`config.mk`:
```
export PLATFORM = sky130hd
export DESIGN_NAME = relu_tile_sequencer
export DESIGN_NICKNAME = d
export VERILOG_FILES = /design/src/rtl/relu_tile_sequencer.sv
export SDC_FILE = /design/constraint.sdc
export NUM_CORES = 1
export LEC_CHECK = 0
export BUFFER_PORTS_ARGS = -buffer_cell sky130_fd_sc_hd__clkbuf_2
export CORE_ASPECT_RATIO = 1.2
export CORE_MARGIN = 3
export CORE_UTILIZATION = 57
export CTS_CLUSTER_DIAMETER = 80
export DETAILED_ROUTE_END_ITERATION = 10
export PLACE_DENSITY = 0.88
export SLEW_MARGIN = 10
export SYNTH_ARGS = -nofsm -noshare
export SYNTH_HDL_FRONTEND = slang
export SYNTH_SLANG_ARGS = --single-unit
export TNS_END_PERCENT = 5
```
`constraint.sdc`:
```
create_clock -name clk -period 4.02 [get_ports clk]
set_input_delay 0.804 -clock clk [delete_from_list [all_inputs] [get_ports clk]]
set_output_delay 0.804 -clock clk [all_outputs]
set_load 0.02 [all_outputs]
```
`src/rtl/relu_tile_sequencer.sv`:
```
// relu_tile_sequencer: per-tile handshake, watchdog-guarded wait and write strobe for the ReLU array
module relu_tile_sequencer #(
  parameter int ADDR_W  = 3,
  parameter int TIMEOUT = 16
) (
  input  logic              clk,
  input  logic              rst,
  input  logic              start,
  input  logic [ADDR_W:0]   tile_count,
  input  logic              abort,
  input  logic              tile_valid,
  output logic              tile_ack,
  output logic              relu_in_ready,
  input  logic              relu_ready,
  output logic              wr_en,
  output logic [ADDR_W-1:0] wr_addr,
  output logic              busy,
  output logic              done,
  output logic              timeout_err
);
  localparam int WW = $clog2(TIMEOUT);
  localparam logic [ADDR_W:0] MAX_TILES = {1'b1, {ADDR_W{1'b0}}};
  typedef enum logic [2:0] {IDLE, ISSUE, WAIT, STORE, DONE} state_t;
  state_t state, state_n;
  logic [ADDR_W-1:0] idx;
  logic [ADDR_W:0] cnt;
  logic [WW-1:0] wdog;
  logic last_tile, relu_hit, wdog_exp;
  assign last_tile = {1'b0, idx} == cnt - (ADDR_W+1)'(1);
  // first WAIT cycle masks a relu_ready level left over from the previous tile
  assign relu_hit = relu_ready && wdog != '0;
  assign wdog_exp = wdog == WW'(TIMEOUT - 1);
  assign tile_ack = state == ISSUE && tile_valid;
  assign relu_in_ready = tile_ack;
  assign wr_en = state == STORE;
  assign wr_addr = idx;
  assign busy = state != IDLE;
  assign done = state == DONE;
  always_comb begin
    state_n = state;
    if (abort) state_n = IDLE;
    else begin
      case (state)
        IDLE:    if (start) state_n = tile_count == '0 ? DONE : ISSUE;
        ISSUE:   if (tile_valid) state_n = WAIT;
        WAIT:    state_n = relu_hit ? STORE : wdog_exp ? DONE : WAIT;
        STORE:   state_n = last_tile ? DONE : ISSUE;
        default: state_n = IDLE;
      endcase
    end
  end
  always_ff @(posedge clk or posedge rst) begin
    if (rst) begin
      state <= IDLE;
      idx <= '0;
      cnt <= '0;
      wdog <= '0;
      timeout_err <= 1'b0;
    end else begin
      state <= state_n;
      if (abort) begin
        idx <= '0;
        wdog <= '0;
      end else begin
        case (state)
          IDLE: if (start) begin
            timeout_err <= 1'b0;
            idx <= '0;
            cnt <= tile_count > MAX_TILES ? MAX_TILES : tile_count;
          end
          ISSUE: if (tile_valid) wdog <= '0;
          WAIT: begin
            wdog <= wdog + WW'(1);
            if (!relu_hit && wdog_exp) timeout_err <= 1'b1;
          end
          STORE: if (!last_tile) idx <= idx + ADDR_W'(1);
          default: ;
        endcase
      end
    end
  end
endmodule

```
==> impl_metrics.toml, run 1 <==
[routing]
viasPerCell = 5.979
wl_um = 1996
avgRoutedWirePerCell_um = 13.86
drc_errors = 0
route.vias.total = 861
drt_iter0_markers = 18
antenna_left = 0
first_pass_iters = 4

[final_layout]
syn2layout_area_growth_pct = 12.28
final_core_util_pct = 72.26
fin_nets = 142
fillCellCount = 122
drive_gt1_share_pct = 21.26
diodes = 0
post-route-cell-area_um2 = 1099

[setup_path]
crit_path_top_delay_cell = "dfrtp_1"
cp_max_fo = 15
arrival_ns = 1.46
crit-reg2reg-launch = "cnt[0]$_DFFE_PP0P_"
cp-start-kind = "register"
cp.required_ns = 3.22
crit_family = "flip-flops"
crit_buf_inv = 2
crit_chain = "nand3b_1 -> inv_1 -> clkbuf_2"
slowest_delay_ns = 0.64
regToRegEndpoint = "wr_addr[2]$_DFFE_PP0P_"
reg2reg_slack_ns = 1.92
r2r_cells = 8
worstSetupEndpointType = "output port"
critPathKind = "register to output port"
cp.depth = 3

[timing]
tightestPinTransition_ns = 0.6131
totalNegativeSetupSlack_ns = 0
finalSetupViolCount = 0
rsz0062_at_grt = "no"
slew_viol_final = 0
fin_skew_ns = 0.01210
finalCritPeriodShare_pct = 56.21
max_freq_mhz = 442.5
timing.final.ws_setup_ns = 1.760
relSlewSlack_pct = 58.75
final-hold-violation-count = 0
period_minus_slack_ns = 2.260
hold_slack_ns = 0.4950

[placement]
io_buffers = 18
placed_area_um2 = 1071
dp_hpwl_um = 1580
finalWeightedCongestion = 0.8427
pre_cts_ws_ns = 1.917

[synth]
synth_ff_type = "dfrtp_1"
yosys_register_bits = 15
synth_nets = 123
async_reset_ff_share_pct = 100.0
avgSynthCellArea_um2 = 8.976
netlist_top_cells_area = "dfrtp_1, ha_1, o21ai_1, nand2b_1, nor2_1"
synth_top_area_cell = "dfrtp_1"
syn_inst = 109
synth_seq_area_share_pct = 38.36
yosysMostFrequentCell = "dfrtp_1"
synth_top_area_share_pct = 38.36
ys_types = 36
synth_edf_count = 0
ys_warn_count = 0
synth_area_um2 = 978.4
synthTopCellsByCount = "dfrtp_1, nor2_1, inv_1, nand2_1, o21ai_1"

[clock_network]
cts_resized = 0
hold_buffers = 0
root_buffer = "clkbuf_4"
tritoncts = "built"
cts-htree-levels = 1
insertion_delay_ns = 0.30
clkSinkCount = 15
cts_buffer_depth = 2
post_cts_buffers = 0
cts_buffers = 3
path_clk_slew_ns = 0.10

[global_route]
grt_pass1_wl_um = 3470
antenna_found_initial = 0
grt_max_degree = 16
overflow = 0
grt_pass1_vias = 832
grt_usage_pct = 20.88

[min_path]
hold_class = "register to register"
min-delay-start = "timeout_err$_DFFE_PP0P_"
min_to = "timeout_err$_DFFE_PP0P_"
holdPathStages = 1

[floorplanning]
die_height_um = 51.39
die_area_um2 = 2252
io_pins = 19
die_x_um = 43.82
core_um2 = 1520
start_util_pct = 64.36
fp-row-count = 15

[status]
status = "completed"

[job]
max_cap_violations = 0

[pwr]
power.static_leakage_nw = 0.5357
p_per_area_nw_per_um2 = 366.7
ir_drop_mv = 0.3167
[how the worst max path moves through the flow]
stage	from	to	slack (ns)
final	state[1]$_DFFE_PP0P_	wr_en	1.76
after global routing	state[1]$_DFFE_PP0P_	wr_en	1.65
after CTS	state[1]$_DFFE_PP0P_	wr_en	1.77
after floorplan	tile_valid	tile_ack	1.83
after detailed placement	cnt[0]$_DFFE_PP0P_	wr_addr[2]$_DFFE_PP0P_	1.92
after global placement	tile_valid	tile_ack	1.96
[worst reg2reg max path: cells and delay by family, from the launching register on]
kind | cells | cell delay (ns)
AO/OA/AOI/OAI | 2 | 0.36
XOR/XNOR | 1 | 0.18
adder cells (fa/ha/maj) | 1 | 0.20
buffers and inverters | 1 | 0.07
flip-flops | 1 | 0.45
AND/OR/NAND/NOR | 3 | 0.80
[area by class of cell]
type / count / area, um^2 / area share [%]
Clock buffer: 3 / 22.52 / 2.050
Inverter: 8 / 30.03 / 2.733
Clock inverter: 1 / 5.005 / 0.4556
Tap cell: 17 / 21.27 / 1.936
Timing Repair Buffer: 18 / 90.09 / 8.200
Multi-Input combinational cell: 82 / 554.3 / 50.46
Sequential cell: 15 / 375.4 / 34.17
[routing by layer]
layer / global-route usage [%] / routed length (um) / up-vias
li1: - / - / 431
met1: 22.91 / 819 / 402
met2: 35.68 / 1038 / 23
met3: 4.577 / 90 / 5
met4: 12.56 / 47 / 0
met5: 0 / 0 / -
[flip-flops by register name, indices dropped and copies added, names as in the netlist]
| signal | flops |
|---|---|
| state | 3 |
| wdog | 4 |
| wr_addr | 3 |
| timeout_err | 1 |
| cnt | 4 |
[logic make-up after synthesis]
family	after synthesis	share of synthesized area (%)
AO/OA/AOI/OAI	28	19.18
XOR/XNOR	3	2.686
adder cells (fa/ha/maj)	4	5.115
buffers and inverters	12	4.988
flip-flops	15	38.36
multiplexers	3	3.325
AND/OR/NAND/NOR	44	26.34
[placed cells by master (no fill, tap or decap), types with 2 or more instances in the layout]
cell type and n:
ha_1 4, nand2b_1 6, o21ai_0 4, nor2_1 10, clkbuf_4 3, nor4_1 2
o21ai_1 8, xor2_1 3, nand3_1 2, nor3_2 2, inv_1 8, o31ai_1 2
o21a_1 3, a21oi_1 4, nand3b_1 4, nand2_1 8, mux2_1 2, clkbuf_2 18
dfrtp_1 15, or2_1 2
[metrics by stage]
stage | instances | power, mW
2_1_floorplan | 109 | 0.2869
3_3_place_gp | 140 | 0.3109
3_5_place_dp | 140 | 0.3191
4_1_cts | 144 | 0.4062
5_1_grt | 144 | 0.4326
6_report | 144 | 0.4029
[where the power goes]
group          switching [mW]  internal (mW)
Sequential             0.0280          0.168
Clock                  0.0508         0.0371
Combinational          0.0675         0.0514
(Power assumes the default switching activity.)
==> run 2, diff against run 1 <==
--- a/config.mk
+++ b/config.mk
@@ -8,10 +8,10 @@
 export BUFFER_PORTS_ARGS = -buffer_cell sky130_fd_sc_hd__clkbuf_2
 export CORE_ASPECT_RATIO = 1.2
 export CORE_MARGIN = 3
-export CORE_UTILIZATION = 57
+export CORE_UTILIZATION = 48
 export CTS_CLUSTER_DIAMETER = 80
 export DETAILED_ROUTE_END_ITERATION = 10
-export PLACE_DENSITY = 0.88
+export PLACE_DENSITY = 0.8
 export SLEW_MARGIN = 10
 export SYNTH_ARGS = -nofsm -noshare
 export SYNTH_HDL_FRONTEND = slang
==> constraint.sdc (replaced) <==
create_clock -name clk -period 2 [get_ports clk]
set_input_delay 0.4 -clock clk [delete_from_list [all_inputs] [get_ports clk]]
set_output_delay 0.4 -clock clk [all_outputs]
set_load 0.02 [all_outputs]
==> impl_metrics.toml, run 2 (synthesis results as in run 1) <==
[status]
status = "completed"

[placement]
finalWeightedCongestion = 0.7699
dp_hpwl_um = 1652
io_buffers = 18

[pwr]
total_power_uw = 891.5
sw_frac_of_total_pct = 36.12
switchingPower_uw = 322.0
p_per_area_nw_per_um2 = 754.7
comb_power_share_pct = 36.9
p_int_uw = 569.5
ir_drop_mv = 0.3984
power.static_leakage_nw = 0.5673
p_clk_share_pct = 19.3
seqPwrFrac_pct = 43.8

[floorplanning]
die_area_um2 = 2619
die_height_um = 55.46
start_util_pct = 51.69
io_pins = 19
fp-row-count = 17
die_x_um = 47.22
core_um2 = 1893

[global_route]
antenna_found_initial = 0
grt_pass1_vias = 853
grt-busiest-layer = "met2"
gr-usage-met3_pct = 2.932
grt_max_degree = 16
globalRouteMet1Util_pct = 20.70
grt_usage_pct = 17.77
overflow = 0
grtUsageMet2_pct = 30.10
grt_pass1_wl_um = 3463

[timing]
finalCritPeriodShare_pct = 97.82
period_minus_slack_ns = 1.956
final-hold-violation-count = 0
finalSetupViolCount = 0
tightestPinTransition_ns = 0.6500
max_freq_mhz = 511.2
totalNegativeSetupSlack_ns = 0
relSlewSlack_pct = 56.27
rsz0062_at_grt = "yes"
fin_skew_ns = 0.005567
slew_viol_final = 0

[setup_path]
critPathKind = "register to register"
cp.required_ns = 2.17
cp_max_fo = 4
worstSetupEndpointType = "register"
reg2reg_slack_ns = 0.04
cp-start-kind = "register"
arrival_ns = 2.13

[clock_network]
path_clk_slew_ns = 0.09
insertion_delay_ns = 0.28
cts_buffers = 3
tritoncts = "built"
cts_buffer_depth = 2
root_buffer = "clkbuf_4"
clkSinkCount = 15
cts-htree-levels = 1

[final_layout]
final_cell_mix = "clkbuf_2, dfrtp_1, nor2_1, nand2_1, o21ai_1"
drive_gt1_share_pct = 27.07
multi_input_area_um2 = 590.6
fillCellCount = 159
ff_latch_area_um2 = 375.4
fin_nets = 148
layout.cells.most_common = "clkbuf_2"
syn2layout_area_growth_pct = 20.72
diodes = 0
largestRegisters = "cnt (4), wdog (4)"

[routing]
route.vias.total = 890
drc_errors = 0
viasPerCell = 5.855
antenna_left = 0
wl_um = 2114
drt_iter0_markers = 19
avgRoutedWirePerCell_um = 13.91
first_pass_iters = 4

[min_path]
hold_class = "primary input to async pin"

[job]
max_cap_violations = 0
==> run 2: cell count changes in the layout (fill, tap and decap cells not counted), sizes merged <==
| cell | delta |
|---|---|
| buf | +6 |
| clkbuf | +1 |
| clkinv | -1 |
==> run 2: final cells by class <==
cell class,instances,area share (%)
multi-input combinational,82,50.00
sequential,15,31.78
timing repair buffer,24,11.44
inverter,8,2.542
clock buffer,4,2.225
tap,19,2.013
==> run 2: metrics by stage <==
stage | cells | instance area, um^2 | utilization, % | setup WS, ns | hold slack (ns)
after floorplan | 109 | 978.4 | - | 0.07456 | 0.3015
after global routing | 152 | 1181 | 62.39 | -0.05355 | 0.1822
after CTS | 152 | 1172 | 61.93 | 0.02966 | 0.1544
final | 152 | 1181 | 62.39 | 0.04364 | 0.1369
after global placement | 145 | 1096 | 57.90 | 0.1369 | 0.4664
after detailed placement | 145 | 1096 | 57.90 | 0.01409 | 0.4670
==> run 2: repair_timing <==
action / CTS / global route
endpoints found under the setup margin: 1 / 3
gates resized for setup: 5 / 2
hold buffers: 0 / 0
buffers inserted: 3 / 0
gates cloned: 0 / 0
pin swaps: 6 / 3
==> run 2: layer usage <==
layer | share of wire [%] | up-vias
li1 | - | 442
met1 | 41 | 411
met2 | 52 | 33
met3 | 5.2 | 4
met4 | 1.6 | 0
met5 | 0 | -
==> run 2: worst paths after layout <==
kind	startpoint	to	depth (start not counted)
max	cnt[0]$_DFFE_PP0P_	wr_addr[1]$_DFFE_PP0P_	8
min	rst	timeout_err$_DFFE_PP0P_	2
max reg2reg	cnt[0]$_DFFE_PP0P_	wr_addr[1]$_DFFE_PP0P_	8
min reg2reg	wdog[2]$_DFFE_PP0P_	wdog[2]$_DFFE_PP0P_	1
max in group asynchronous	rst	wr_addr[1]$_DFFE_PP0P_	2
min in group clk	tile_count[2]	cnt[2]$_DFFE_PP0P_	3
==> run 2: power by group through the flow <==
stage / combinational, mW / sequential [mW] / clock (mW)
2_1_floorplan: 0.193 / 0.384 / 0
3_3_place_gp: 0.259 / 0.389 / 0
3_5_place_dp: 0.275 / 0.393 / 0
5_1_grt: 0.356 / 0.397 / 0.187
4_1_cts: 0.319 / 0.388 / 0.179
6_report: 0.329 / 0.391 / 0.172
==> run 2: worst max-delay path, cell delays in order (launching register included) <==
cell,delay (ns)
dfrtp_1,0.41
buf_4,0.16
o21a_1,0.19
nor4_4,0.28
o211ai_2,0.18
a211oi_4,0.30
buf_4,0.16
o21ai_0,0.08
o41ai_1,0.09
==> run 3, diff against run 2 <==
--- a/config.mk
+++ b/config.mk
@@ -12,6 +12,7 @@
 export CTS_CLUSTER_DIAMETER = 80
 export DETAILED_ROUTE_END_ITERATION = 10
 export PLACE_DENSITY = 0.8
+export SETUP_SLACK_MARGIN = 0.15
 export SLEW_MARGIN = 10
 export SYNTH_ARGS = -nofsm -noshare
 export SYNTH_HDL_FRONTEND = slang
==> impl_metrics.toml, run 3 (synthesis results as in run 1) <==
[setup_path]
worstSetupEndpointType = "register"
crit_path_top_delay_cell = "or4b_1"
arrival_ns = 2.12
cp-start-kind = "register"
cp.required_ns = 2.21
slowest_delay_ns = 0.48
crit_chain = "inv_1 -> ha_2 -> xor2_1 -> and3b_1 -> o211ai_2 -> a211oi_4 -> or4b_1 -> nand2_1"
cp_max_fo = 5
critPathKind = "register to register"

[timing]
slew_viol_final = 0
tightestPinTransition_ns = 0.5624
rsz0062_at_grt = "yes"
relSlewSlack_pct = 62.16
hold_slack_ns = 0.1471
fin_skew_ns = 0.003315
finalCritPeriodShare_pct = 95.29
max_freq_mhz = 524.7
final-hold-violation-count = 0
finalSetupViolCount = 0
period_minus_slack_ns = 1.906

[final_layout]
drive_gt1_share_pct = 27.07
diodes = 0
largestRegisters = "cnt (4), wdog (4)"
fin_nets = 148
fin_cells = 152
layout.cells.most_common = "clkbuf_2"
final_core_util_pct = 61.53
syn2layout_area_growth_pct = 19.05
final_cell_mix = "clkbuf_2, dfrtp_1, nor2_1"

[pwr]
seqPwrFrac_pct = 46.4
p_clk_share_pct = 19.5
switchingPower_uw = 298.8
p_per_area_nw_per_um2 = 724.8
ir_drop_mv = 0.4293
power.static_leakage_nw = 0.5592
sw_frac_of_total_pct = 35.39
comb_power_share_pct = 34.1
p_int_uw = 545.5

[global_route]
grt_max_degree = 16
grt_pass1_wl_um = 3512
grt_usage_pct = 17.63
antenna_found_initial = 0
overflow = 0
grt_pass1_vias = 842

[floorplanning]
fp-row-count = 17
io_pins = 19
core_um2 = 1893
die_area_um2 = 2619
start_util_pct = 51.69
die_x_um = 47.22
die_height_um = 55.46

[min_path]
hold_class = "primary input to async pin"

[placement]
finalWeightedCongestion = 0.8031
numPlacedInstances = 145
dp_hpwl_um = 1649
io_buffers = 18

[routing]
wl_um = 2181
viasPerCell = 5.954
drc_errors = 0
antenna_left = 0
drt_iter0_markers = 20
avgRoutedWirePerCell_um = 14.35
route.vias.total = 905
first_pass_iters = 4

[clock_network]
tritoncts = "built"
cts_buffer_depth = 2
hold_buffers = 0
root_buffer = "clkbuf_4"
insertion_delay_ns = 0.27
cts_buffers = 3
clkSinkCount = 15
path_clk_slew_ns = 0.09
cts-htree-levels = 1

[status]
status = "completed"

[job]
max_cap_violations = 0
run 3: cell counts in the layout (fill, tap and decap cells not counted):
Identical to the previous run, type by type.
run 3: timing repair:
action	CTS	global route
setup endpoints to repair	3	7
gates resized for setup	1	4
pin swaps	3	3
buffers inserted	2	1
run 3: power groups by stage:
| stage | Combinational, mW | Clock, mW | Sequential [mW] |
|---|---|---|---|
| 2_1_floorplan | 0.195 | 0 | 0.384 |
| 3_3_place_gp | 0.261 | 0 | 0.388 |
| 3_5_place_dp | 0.272 | 0 | 0.393 |
| 4_1_cts | 0.286 | 0.168 | 0.387 |
| 5_1_grt | 0.321 | 0.186 | 0.397 |
| 6_report | 0.288 | 0.165 | 0.392 |
run 3: critical path, delay by kind of cell (launching register included):
kind                       cells  cell delay [ns]
and+or+nand+nor                3             0.74
AOI/OAI and AO/OA              2             0.37
DFF                            1             0.36
xor gates and xnor gates       1             0.17
adders and majority gates      1             0.16
buffers and inverters          1             0.05
run 3: layout make-up:
type / instances / area, um^2
Fill cell: 167 / 728.2
Sequential cell: 15 / 379.1
Multi-Input combinational cell: 82 / 570.5
Inverter: 8 / 30.03
Tap cell: 19 / 23.77
Clock buffer: 4 / 26.28
Timing Repair Buffer: 24 / 135.1
run 3: through the flow:
| stage | cell area [um^2] | TNS, ns | worst slack (ns) | power [mW] |
|---|---|---|---|---|
| after floorplan | 980.9 | 0 | 0.1104 | 0.5783 |
| after global placement | 1099 | 0 | 0.1653 | 0.6492 |
| after detailed placement | 1099 | 0 | 0.08286 | 0.6655 |
| after CTS | 1147 | 0 | 0.1185 | 0.8406 |
| after global routing | 1165 | -0.01028 | -0.01028 | 0.9041 |
| final | 1165 | 0 | 0.09417 | 0.8443 |
run 3: metal layers:
metal / routed length (um) / global-route usage, % / vias up
li1: - / - / 442
met1: 926 / 22.86 / 434
met2: 1125 / 30.29 / 27
met3: 114 / 1.954 / 2
met4: 14 / 3.557 / 0
met5: 0 / 0 / -
run 3: worst paths after layout:
| path | slack (ns) | end | start | cells after the start |
|---|---|---|---|---|
| setup / recovery | 0.09 | wr_addr[2]$_DFFE_PP0P_ | cnt[0]$_DFFE_PP0P_ | 8 |
| hold / removal | 0.15 | wdog[3]$_DFFE_PP0P_ | rst | 2 |
| setup reg to reg | 0.09 | wr_addr[2]$_DFFE_PP0P_ | cnt[0]$_DFFE_PP0P_ | 8 |
| hold reg to reg | 0.50 | timeout_err$_DFFE_PP0P_ | timeout_err$_DFFE_PP0P_ | 1 |
| max in group asynchronous | 1.45 | state[2]$_DFFE_PP0P_ | rst | 2 |
| min in group clk | 0.38 | cnt[0]$_DFFE_PP0P_ | tile_count[0] | 3 |
